File: config.mk
export PLATFORM = sky130hd
export DESIGN_NAME = wallace_tree_multiplier_8bit
export DESIGN_NICKNAME = d
export VERILOG_FILES = /design/src/rtl/wallace_tree_multiplier_8bit.sv
export SDC_FILE = /design/constraint.sdc
export NUM_CORES = 1
export LEC_CHECK = 0
export BUFFER_PORTS_ARGS = -buffer_cell sky130_fd_sc_hd__buf_4
export CORE_MARGIN = 2
export CORE_UTILIZATION = 52
export DETAILED_ROUTE_END_ITERATION = 10
export GPL_TIMING_DRIVEN = 0
export HOLD_SLACK_MARGIN = 0.08
export MAX_ROUTING_LAYER = met4
export PLACE_DENSITY = 0.77
export SETUP_SLACK_MARGIN = 0.15
export SYNTH_ARGS = -nofsm -noshare
export SYNTH_HDL_FRONTEND = slang
export SYNTH_SLANG_ARGS = --single-unit
File: constraint.sdc
create_clock -name clk -period 0.8 [get_ports clk]
set_input_delay 0.04 -clock clk [delete_from_list [all_inputs] [get_ports clk]]
set_output_delay 0.04 -clock clk [all_outputs]
set_load 0.05 [all_outputs]
File: src/rtl/wallace_tree_multiplier_8bit.sv
// Unsigned 8x8 -> 16 Wallace-tree multiplier: AND-array, 3:2 reduction in four stages, ripple adder, output register.
// Optional macro WALLACE_PIPE_EN registers the two reduced rows ahead of the final adder (2-cycle latency).

module wallace_ha (
  input  logic a,
  input  logic b,
  output logic s,
  output logic c
);
  assign s = a ^ b;
  assign c = a & b;
endmodule

module wallace_fa (
  input  logic a,
  input  logic b,
  input  logic ci,
  output logic s,
  output logic co
);
  assign s  = a ^ b ^ ci;
  assign co = (a & b) | (ci & (a ^ b));
endmodule

// Row-wide 3:2 compressor; the weight-2^16 carry cannot be set for 8x8 operands and is exposed only for tie-off.
module wallace_csa (
  input  logic [15:0] x,
  input  logic [15:0] y,
  input  logic [15:0] z,
  output logic [15:0] sum,
  output logic [15:0] carry,
  output logic        cout
);
  logic [15:0] co;

  for (genvar k = 0; k < 16; k++) begin : g_fa
    wallace_fa u_fa (.a(x[k]), .b(y[k]), .ci(z[k]), .s(sum[k]), .co(co[k]));
  end

  assign carry = {co[14:0], 1'b0};
  assign cout  = co[15];
endmodule

module wallace_tree_multiplier_8bit (
  input  logic        clk,
  input  logic        rst,
  input  logic [7:0]  a,
  input  logic [7:0]  b,
  input  logic        in_vld,
  output logic [15:0] result,
  output logic        out_vld
);
  localparam int unsigned OP_W  = 8;
  localparam int unsigned RES_W = 16;

  logic [RES_W-1:0] pp [OP_W];
  logic [RES_W-1:0] s1a, c1a, s1b, c1b;
  logic [RES_W-1:0] s2a, c2a, s2b, c2b;
  logic [RES_W-1:0] s3a, c3a;
  logic [RES_W-1:0] row_x, row_y;
  logic [RES_W-1:0] add_x, add_y;
  logic             add_vld;
  logic [RES_W-1:0] sum;
  logic [RES_W-1:0] rc;
  logic [6:0]       unused_cout;

  // Partial-product rows, row i shifted left by i.
  for (genvar i = 0; i < OP_W; i++) begin : g_pp
    assign pp[i] = RES_W'({OP_W{b[i]}} & a) << i;
  end

  // 8 -> 6
  wallace_csa u_csa1a (.x(pp[0]), .y(pp[1]), .z(pp[2]), .sum(s1a), .carry(c1a), .cout(unused_cout[0]));
  wallace_csa u_csa1b (.x(pp[3]), .y(pp[4]), .z(pp[5]), .sum(s1b), .carry(c1b), .cout(unused_cout[1]));
  // 6 -> 4
  wallace_csa u_csa2a (.x(s1a), .y(c1a), .z(s1b), .sum(s2a), .carry(c2a), .cout(unused_cout[2]));
  wallace_csa u_csa2b (.x(c1b), .y(pp[6]), .z(pp[7]), .sum(s2b), .carry(c2b), .cout(unused_cout[3]));
  // 4 -> 3
  wallace_csa u_csa3 (.x(s2a), .y(c2a), .z(s2b), .sum(s3a), .carry(c3a), .cout(unused_cout[4]));
  // 3 -> 2
  wallace_csa u_csa4 (.x(s3a), .y(c3a), .z(c2b), .sum(row_x), .carry(row_y), .cout(unused_cout[5]));

`ifdef WALLACE_PIPE_EN
  logic [RES_W-1:0] row_x_q, row_y_q;
  logic             pipe_vld;

  // Reduced rows are captured only for valid operands so idle-cycle garbage never reaches the adder.
  always_ff @(posedge clk or posedge rst) begin
    if (rst) begin
      row_x_q  <= '0;
      row_y_q  <= '0;
      pipe_vld <= 1'b0;
    end else begin
      pipe_vld <= in_vld;
      if (in_vld) begin
        row_x_q <= row_x;
        row_y_q <= row_y;
      end
    end
  end

  assign add_x   = row_x_q;
  assign add_y   = row_y_q;
  assign add_vld = pipe_vld;
`else
  assign add_x   = row_x;
  assign add_y   = row_y;
  assign add_vld = in_vld;
`endif

  // Final ripple carry-propagate adder.
  wallace_ha u_add0 (.a(add_x[0]), .b(add_y[0]), .s(sum[0]), .c(rc[0]));
  for (genvar k = 1; k < RES_W; k++) begin : g_rca
    wallace_fa u_add (.a(add_x[k]), .b(add_y[k]), .ci(rc[k-1]), .s(sum[k]), .co(rc[k]));
  end
  assign unused_cout[6] = rc[RES_W-1];

  always_ff @(posedge clk or posedge rst) begin
    if (rst) begin
      result  <= '0;
      out_vld <= 1'b0;
    end else begin
      out_vld <= add_vld;
      if (add_vld) begin
        result <= sum;
      end
    end
  end
endmodule

==> results.json, run 1 <==
{
  "max_clock_freq_mhz": 199,
  "antenna_left": 0,
  "netlist_area_um2": 2310,
  "setup_slack_ps": -4220,
  "synth_top_family_by_area": "adder cells",
  "drv_slew": 0,
  "die_w_um": 70.7,
  "cts_htree_levels": 1,
  "crit_fanout": 5,
  "fin_crit_ps": 5020,
  "yosysTopAreaCellShare_pct": 40.7,
  "slowest_delay_ps": 560,
  "syn_inst": 211,
  "drt_iter0_markers": 28,
  "crit_path_start_kind": "input port",
  "cts_buffer_depth": 2,
  "fp.dieH_um": 70.7,
  "yosys.cell_types.count": 16,
  "cts_tree": "built",
  "synth_top_flop_cell": "dfrtp_1",
  "crit_chain": "buf_12 > and2_4 > fa_1 > fa_1 > fa_1 > ha_4 > ha_4 > inv_2 > fa_2 > fa_2 > fa_2 > fa_2 > inv_2 > fa_2 > fa_2 > fa_2 > fa_2 > fa_2 > mux2_4",
  "met1_length_um": 1880,
  "synth_largest_area_cell": "fa_1",
  "port_buffers": 35,
  "mappedNetlistNets": 293,
  "critical_path_required_ps": 940,
  "dr_wl_met2_um": 2910,
  "synth_most_common_cell": "fa_1",
  "relSlewSlack_pct": 54.9,
  "diodes": 0,
  "ir_drop_uv": 2550,
  "root_buffer": "clkbuf_8",
  "worst_path_max_delay_cell": "fa_1",
  "synth_xor_area_share_pct": 0.379,
  "critPathKind": "in -> reg",
  "hold_slack_ps": -110,
  "via_per_inst": 5.01,
  "core-area_um2": 4320,
  "crit_path_end_kind": "flop",
  "min_path_type": "in -> async",
  "p_per_area_nw_per_um2": 2440,
  "instances_no_fill": 315,
  "grt_max_degree": 18,
  "insertion_delay_ps": 250,
  "synth_mux_area_share_pct": 6.76,
  "synth_warnings": 0,
  "yosys-top-cells-area": "fa_1 (41%), dfrtp_1 (18%), and2_1 (12%)",
  "grt_pass1_wl_um": 8350,
  "area_growth_syn_to_layout_pct": 33.9,
  "cts_hold_buf": 1,
  "drive_above_1_share_pct": 39.2,
  "setup_viol": 32,
  "yosys.area_share.simple_pct": 16.1,
  "dp_hpwl_um": 3680,
  "worst_pin_slew_ps": 676,
  "synth-edff-count": 0,
  "gr-total-overflow": 0,
  "antenna_found_initial": 0,
  "synthAdderAreaFrac_pct": 49.4,
  "violations": "negative hold slack, negative setup slack",
  "ys_top_cells_by_count": "fa_1 (47), and2_1 (46), inv_1 (44), dfrtp_1 (17), nand2_1 (17)",
  "ioPinCount": 36,
  "firstDrtPassIters": 4,
  "synth_area_per_cell_um2": 11.0,
  "cap_violations": 0,
  "routed-wl-met3_um": 125,
  "finalCritPeriodShare_pct": 628,
  "wl_per_cell_um": 15.6,
  "async_flop_share_pct": 100,
  "dieArea_um2": 5000,
  "clkTransAtPathRegs_ps": 70,
  "cp.arrival_ps": 5160,
  "grt.total_usage_pct": 22.0,
  "routed.top_layer": "met3",
  "synth-compound-area-share_pct": 1.08,
  "gp_congestion": 0.768,
  "cts_sinks": 17,
  "initial_core_util_pct": 53.5,
  "hold_violations": 17,
  "drt_wl_total_um": 4920,
  "dp_slack_ps": -4660,
  "status": "finished with violations",
  "num_rows": 24,
  "drcViolationCount": 0,
  "dp.cells": 298,
  "power_leakage_nw": 1.49,
  "synth_seq_area_share_pct": 18.4,
  "ys_ff_latch": 17,
  "nNetsFinal": 346,
  "grt_pass1_vias": 1791,
  "dr_total_vias": 1578,
  "cpMostUsedCell": "fa_2",
  "cts_inserted_buffers": 3,
  "rsz0062_at_grt": "true",
  "finalClockSkew_ps": 0
}
[report_power, final]
part | total [mW] | leakage [nW] | internal [mW] | switching, mW
Sequential | 1.47 | 0.198 | 1.21 | 0.261
Clock | 0.651 | 0.0228 | 0.353 | 0.298
Combinational | 5.44 | 1.27 | 2.53 | 2.91
[flip-flops by register name, indices dropped and copies added, names as in the netlist]
| name | count |
|---|---|
| out_vld | 1 |
| result | 16 |
[layer usage]
layer	vias up	GRT usage (%)
li1	727	-
met1	823	27.7
met2	28	39.4
met3	0	3.28
met4	0	1.68
met5	-	-
[layout by cell type (no fill, tap or decap), types with 2 or more instances in the layout]
cell type and count:
buf_8 2, inv_2 6, inv_1 38, ha_1 10, nand2_1 15, clkbuf_8 3, a21oi_2 3, mux2_4 10
and2_4 11, nor2_1 4, and2_1 35, buf_6 27, buf_4 18, buf_12 2, dfrtp_1 15, ha_4 6
fa_2 10, fa_1 37, dfrtp_2 2
[stage by stage]
step / power (mW) / utilization, % / instance area [µm²] / TNS, ps
final: 7.56 / 71.6 / 3100 / -38820
after global routing: 8.22 / 71.6 / 3100 / -40370
after CTS: 7.36 / 68.8 / 2970 / -38980
after detailed placement: 6.26 / 62.3 / 2690 / -43020
after global placement: 6.09 / 62.3 / 2690 / -42260
after floorplan: 4.92 / - / 2370 / -38660
[kinds of logic (layout without fill, tap and decap cells)]
logic type	after synthesis	in the layout
buffers and inverters	46	98
xor gates and xnor gates	1	1
muxes	11	11
adders and majority gates	63	63
AOI/OAI and AO/OA	5	5
DFF	17	17
and+or+nand+nor	68	68
[critical path, delay by kind of cell]
kind | cells | cell delay (ps)
adder cells (fa/ha/maj) | 14 | 4510
buffers and inverters | 3 | 200
multiplexers | 1 | 260
AND/OR/NAND/NOR | 1 | 150
[what timing repair did]
action                     4_1_cts  5_1_grt
setup buffers                    6        6
setup endpoints to repair       32       33
cloned                           0        0
pin swaps                       17       16
resized for setup               46       16
hold endpoints to repair        19       17
[worst paths after layout]
path | startpoint | end | slack [ps] | cells after the start
hold reg to reg | result[1]$_DFFE_PP0P_ | result[1]$_DFFE_PP0P_ | 530 | 1
hold / removal | rst | result[11]$_DFFE_PP0P_ | -110 | 2
setup reg to reg | result[6]$_DFFE_PP0P_ | result[6]$_DFFE_PP0P_ | -10 | 3
max in group asynchronous | rst | result[1]$_DFFE_PP0P_ | 440 | 2
setup / recovery | b[0] | result[14]$_DFFE_PP0P_ | -4220 | 19
min in group clk | a[0] | result[0]$_DFFE_PP0P_ | 90 | 3
[final cells by class]
cell class,count,area (µm²)
Fill cell,332,1230
Tap cell,52,65.1
Buffer,2,18.8
Sequential cell,17,428
Clock buffer,4,45.0
Timing Repair Buffer,48,503
Inverter,44,165
Multi-Input combinational cell,148,1870
Note: power is estimated with default switching activity, not from simulation.
==> inputs of run 2 (changes only) <==
- CORE_UTILIZATION: 52 -> 55
- PLACE_DENSITY: 0.77 -> 0.78
- SYNTH_HIERARCHICAL: default -> 1
==> run 2 against run 1 <==
The flow still finishes with violations (negative hold slack, negative setup slack); design area increased by 38%; clock skew unchanged; first-iteration DRC count increased by 93%; largest cell class unchanged.
==> results.json, run 2 <==
{
  "slowest_delay_ps": 570,
  "multi_input_area_um2": 3200,
  "nNetsFinal": 464,
  "setup_slack_ps": -5490,
  "dieArea_um2": 6800,
  "cp_num_cells": 18,
  "die_w_um": 82.4,
  "yosysTopAreaCellShare_pct": 65.7,
  "firstDrtPassIters": 4,
  "cts_buffer_depth": 2,
  "grt.total_usage_pct": 21.2,
  "final_common_cell": "fa_1",
  "dp.cells": 398,
  "ys_ff_latch": 17,
  "synth_area_per_cell_um2": 15.0,
  "drcViolationCount": 0,
  "largest_reg_flops": 16,
  "num_rows": 28,
  "cts_inserted_buffers": 3,
  "finalClockSkew_ps": 0,
  "cts_sinks": 17,
  "p_per_area_nw_per_um2": 3360,
  "crit_buf_inv": 1,
  "reg.largest.list": "result: 16 flops, out_vld: 1 flops",
  "crit_chain": "buf_12 > and2_4 > fa_1 > fa_1 > fa_1 > fa_1 > fa_2 > fa_2 > fa_2 > fa_2 > fa_2 > fa_2 > fa_2 > fa_2 > fa_2 > fa_2 > fa_1 > mux2_4",
  "core-area_um2": 5920,
  "async_flop_share_pct": 100,
  "rsz0062_at_grt": "true",
  "violations": "negative hold slack, negative setup slack",
  "synth-edff-count": 0,
  "netlist_area_um2": 3380,
  "syn_inst": 225,
  "fin_util_pct": 72.2,
  "crit_path_end_kind": "flop",
  "cap_violations": 0,
  "path_delay_family": "adder cells",
  "synth_largest_area_cell": "fa_1",
  "yosys.cell_types.count": 11,
  "via_per_inst": 4.67,
  "status": "finished with violations",
  "dp_hpwl_um": 5180,
  "port_buffers": 35,
  "gr-total-overflow": 0,
  "setup_viol": 33,
  "cts_tree": "built",
  "root_buffer": "clkbuf_8",
  "synth_top_flop_cell": "dfrtp_1",
  "initial_core_util_pct": 57.2,
  "cpMostUsedCell": "fa_2",
  "insertion_delay_ps": 250,
  "wl_per_cell_um": 14.4,
  "power_leakage_nw": 2.06,
  "drt_wl_total_um": 5860,
  "critPathKind": "in -> reg",
  "largest-register": "result",
  "grt_pass1_vias": 2319,
  "gp_congestion": 0.778,
  "fp.dieH_um": 82.4,
  "reg2reg_depth": 1,
  "finalCritPeriodShare_pct": 786,
  "synth_seq_area_share_pct": 12.6,
  "register_area_um2": 425,
  "drt_iter0_markers": 54,
  "area_growth_syn_to_layout_pct": 26.3,
  "cts_hold_buf": 1,
  "synth_most_common_cell": "fa_1",
  "drive_above_1_share_pct": 28.3,
  "fill_cells": 405,
  "ir_drop_uv": 2940,
  "worst_path_max_delay_cell": "fa_1",
  "mostFrequentLayoutCells": "fa_1 (96), conb_1 (70), and2_1 (52), buf_6 (23), buf_4 (18)",
  "critical_path_required_ps": 940,
  "worst_pin_slew_ps": 638,
  "grt_pass1_wl_um": 10400,
  "instances_no_fill": 407,
  "grt_max_degree": 18,
  "antenna_left": 0,
  "ioPinCount": 36,
  "hold_slack_ps": -123,
  "min_path_type": "in -> async",
  "synth_warnings": 6,
  "clkTransAtPathRegs_ps": 60,
  "relSlewSlack_pct": 57.4,
  "max_clock_freq_mhz": 159,
  "diodes": 0,
  "crit_path_start_kind": "input port",
  "antenna_found_initial": 0,
  "dr_total_vias": 1901,
  "fin_crit_ps": 6290,
  "yosys-top-cells-area": "fa_1 (66%), dfrtp_1 (13%), and2_1 (12%)",
  "cp.arrival_ps": 6420,
  "cts_htree_levels": 1,
  "hold_violations": 17,
  "crit_fanout": 4,
  "drv_slew": 0,
  "ys_top_cells_by_count": "fa_1 (111), and2_1 (64), dfrtp_1 (17), mux2_4 (10), conb_1 (7)"
}
## run 2: cell families after synthesis
family / count (synthesis) / synth area share, %
adder cells (fa/ha/maj): 112 / 66.0
buffers and inverters: 9 / 2.37
flip-flops: 17 / 12.6
multiplexers: 16 / 6.43
other: 7 / 0.776
AND/OR/NAND/NOR: 64 / 11.8
## run 2: worst paths after layout
path / from / end / slack [ps]
min in group clk: in_vld / result[11]$_DFFE_PP0P_ / 220
max in group asynchronous: rst / result[4]$_DFFE_PP0P_ / 520
setup / recovery: b[5] / result[15]$_DFFE_PP0P_ / -5490
hold reg to reg: result[1]$_DFFE_PP0P_ / result[1]$_DFFE_PP0P_ / 530
hold / removal: rst / result[3]$_DFFE_PP0P_ / -120
setup reg to reg: result[9]$_DFFE_PP0P_ / result[9]$_DFFE_PP0P_ / -30
## run 2: per-stage QoR
step                      total power [mW]  hold slack, ps  setup TNS, ps  setup WS, ps  cell area (µm²)
after floorplan                       10.2           -33.9         -57180         -5970             3660
after global placement                12.7             146         -55850         -5770             4020
after detailed placement              13.0             165         -56290         -5810             4020
after CTS                             14.3            -108         -52650         -5510             4230
after global routing                  15.8           -78.0         -53590         -5590             4280
final                                 14.4            -123         -52160         -5490             4280
## run 2: per-layer routing
layer / share of wire [%] / global-route usage (%) / up-vias
met4: 1.4 / 3.33 / 0
met2: 59 / 39.0 / 26
met5: 0 / - / -
met1: 38 / 26.3 / 1056
met3: 1.8 / 1.74 / 6
li1: - / - / 813
## run 2: area by class of cell
class | instances | area share, %
clock buffer | 3 | 0.966
timing repair buffer | 40 | 10.0
clock inverter | 1 | 0.117
sequential | 17 | 9.95
buffer | 8 | 1.79
multi-input combinational | 262 | 74.9
inverter | 1 | 0.0878
tap | 75 | 2.19
## run 2: what timing repair did
action / 4_1_cts / 5_1_grt
hold endpoints to repair: 18 / 17
buffers inserted: 2 / 2
pin swaps: 10 / 5
gates resized for setup: 40 / 8
setup endpoints to repair: 33 / 33
## run 2: power by group
| group | switching, mW | internal [mW] |
|---|---|---|
| Clock | 0.280 | 0.345 |
| Sequential | 0.368 | 1.40 |
| Combinational | 5.74 | 6.25 |
| Total | 6.39 | 8.00 |
==> inputs of run 3 (changes only) <==
- PLACE_DENSITY: 0.78 -> 0.79
==> run 3 against run 2 <==
Count of clock-buffer cells in the layout up 1; register-to-register slack better by 30 ps; core utilization up 0.063 points; final cell count unchanged; fmax down 0.27%; the run still ends with negative hold slack, negative setup slack left; clock power down 0.8%; first-iteration DRC count down 24%; wire length down 1.9%; hold slack worse by 4.4 ps; global-route usage up 0.12 points.
==> results.json, run 3 (synthesized netlist as in run 2, its figures left out) <==
{
  "fp.dieH_um": 82.4,
  "setup_slack_ps": -5500,
  "relSlewSlack_pct": 58.3,
  "p_per_area_nw_per_um2": 3320,
  "firstDrtPassIters": 4,
  "critical_path_required_ps": 930,
  "nNetsFinal": 464,
  "dr_total_vias": 1891,
  "mostFrequentLayoutCells": "fa_1 (96), conb_1 (70), and2_1 (50), buf_6 (25)",
  "largest-register": "result",
  "cts_inserted_buffers": 3,
  "max_clock_freq_mhz": 159,
  "crit_path_start_kind": "input port",
  "p_clk_share_pct": 4.4,
  "drv_slew": 0,
  "finalClockSkew_ps": 0,
  "rsz0062_at_grt": "true",
  "min_path_type": "in -> async",
  "grt_pass1_wl_um": 10400,
  "cts_tree": "built",
  "ioPinCount": 36,
  "dieArea_um2": 6800,
  "cts_htree_levels": 1,
  "setup-tns-final_ps": -52360,
  "drt_iter0_markers": 41,
  "cap_violations": 0,
  "p_sw_mw": 6.25,
  "wl_per_cell_um": 14.1,
  "path_delay_family": "adder cells",
  "num_rows": 28,
  "antenna_left": 0,
  "antenna_found_initial": 0,
  "crit_buf_inv": 1,
  "combinationalPowerShare_pct": 83.3,
  "gp_congestion": 0.788,
  "cts_hold_buf": 1,
  "finalCritPeriodShare_pct": 788,
  "worst_pin_slew_ps": 625,
  "cpMostUsedCell": "fa_2",
  "grt_pass1_vias": 2286,
  "reg2reg_depth": 1,
  "slowest_delay_ps": 570,
  "fin_crit_ps": 6300,
  "root_buffer": "clkbuf_8",
  "drive_above_1_share_pct": 28.6,
  "gr-total-overflow": 0,
  "cp.arrival_ps": 6440,
  "grt.total_usage_pct": 21.4,
  "r2r-start": "result[7]$_DFFE_PP0P_",
  "insertion_delay_ps": 250,
  "reg2reg_to": "result[7]$_DFFE_PP0P_",
  "crit_chain": "buf_6 > and2_4 > fa_1 > fa_1 > fa_1 > fa_1 > fa_2 > fa_2 > fa_2 > fa_2 > fa_2 > fa_2 > fa_2 > fa_2 > fa_2 > fa_2 > fa_1 > mux2_4",
  "dp_slack_ps": -5810,
  "die_w_um": 82.4,
  "port_buffers": 35,
  "grt_max_degree": 18,
  "status": "finished with violations",
  "worst_path_max_delay_cell": "fa_1",
  "setup_viol": 33,
  "dp_hpwl_um": 5170,
  "hold_slack_ps": -127,
  "core-area_um2": 5920,
  "crit_fanout": 8,
  "drt_wl_total_um": 5750,
  "cts_sinks": 17,
  "diodes": 0,
  "swShare_pct": 44.1,
  "ir_drop_uv": 2570,
  "p_int_mw": 7.94,
  "largest_reg_flops": 16,
  "crit_start": "b[0]",
  "drcViolationCount": 0,
  "power_leakage_nw": 2.07,
  "violations": "negative hold slack, negative setup slack",
  "critPathKind": "in -> reg",
  "via_per_inst": 4.65,
  "cts_buffer_depth": 2,
  "hold_violations": 17,
  "crit_path_end_kind": "flop",
  "area_growth_syn_to_layout_pct": 26.4,
  "reg.largest.list": "result: 16 flops, out_vld: 1 flops",
  "initial_core_util_pct": 57.2,
  "final_common_cell": "fa_1",
  "clkTransAtPathRegs_ps": 60,
  "r2r_setup_slack_ps": 0,
  "p_seq_share_pct": 12.3
}
[run 3: cell types whose count changed in the layout (fill, tap and decap cells not counted)]
cell | previous run | this run
and2_4 | 12 | 14
buf_8 | 4 | 3
and2_1 | 52 | 50
clkinv_2 | 1 | 0
buf_4 | 18 | 17
clkbuf_1 | 0 | 1
buf_6 | 23 | 25
[run 3: metrics by stage]
stage / power, mW / instances / util (%) / hold slack (ps) / area, µm²
3_5_place_dp: 12.8 / 398 / 67.9 / 161 / 4020
6_report: 14.2 / 407 / 72.3 / -127 / 4280
4_1_cts: 14.3 / 406 / 71.8 / -111 / 4250
2_1_floorplan: 10.2 / 288 / - / -33.9 / 3660
3_3_place_gp: 12.6 / 398 / 67.9 / 148 / 4020
5_1_grt: 15.7 / 407 / 72.3 / -77.1 / 4280
[run 3: worst max-delay path by stage]
stage | to | slack (ps) | cells past startpoint
6_report | result[15]$_DFFE_PP0P_ | -5500 | 18
5_1_grt | result[15]$_DFFE_PP0P_ | -5610 | 18
4_1_cts | result[15]$_DFFE_PP0P_ | -5500 | 18
3_5_place_dp | result[15]$_DFFE_PP0P_ | -5810 | 18
3_3_place_gp | result[15]$_DFFE_PP0P_ | -5740 | 18
2_1_floorplan | result[15]$_DFFE_PP0P_ | -5970 | 18
[run 3: final cells by class]
| class | count | area, µm² |
|---|---|---|
| Fill cell | 431 | 1640 |
| Clock buffer | 4 | 45.0 |
| Sequential cell | 17 | 425 |
| Multi-Input combinational cell | 262 | 3210 |
| Tap cell | 75 | 93.8 |
| Buffer | 8 | 76.3 |
| Inverter | 1 | 3.75 |
| Timing Repair Buffer | 40 | 428 |
[run 3: power groups by stage]
stage               Sequential (mW)  Clock [mW]  Combinational, mW
finish                         1.75       0.620               11.8
global route                   1.80       0.680               13.3
CTS                            1.75       0.643               11.9
detailed placement             1.67           0               11.1
global placement               1.66           0               10.9
floorplan                      3.10           0               7.15
[run 3: layer usage]
layer  up-vias  track usage, %  share of wire (%)
li1        817               -                  -
met1      1039            26.3                 37
met2        26            39.2                 60
met3         9            1.41                2.0
met4         0            4.17                1.4
met5         -               -                  0
[run 3: what timing repair did]
| item | 4_1_cts | 5_1_grt |
|---|---|---|
| pin swaps | 12 | 8 |
| setup buffers | 3 | 1 |
| resized for setup | 44 | 6 |
| hold endpoints to repair | 18 | 17 |
| setup endpoints to repair | 33 | 33 |
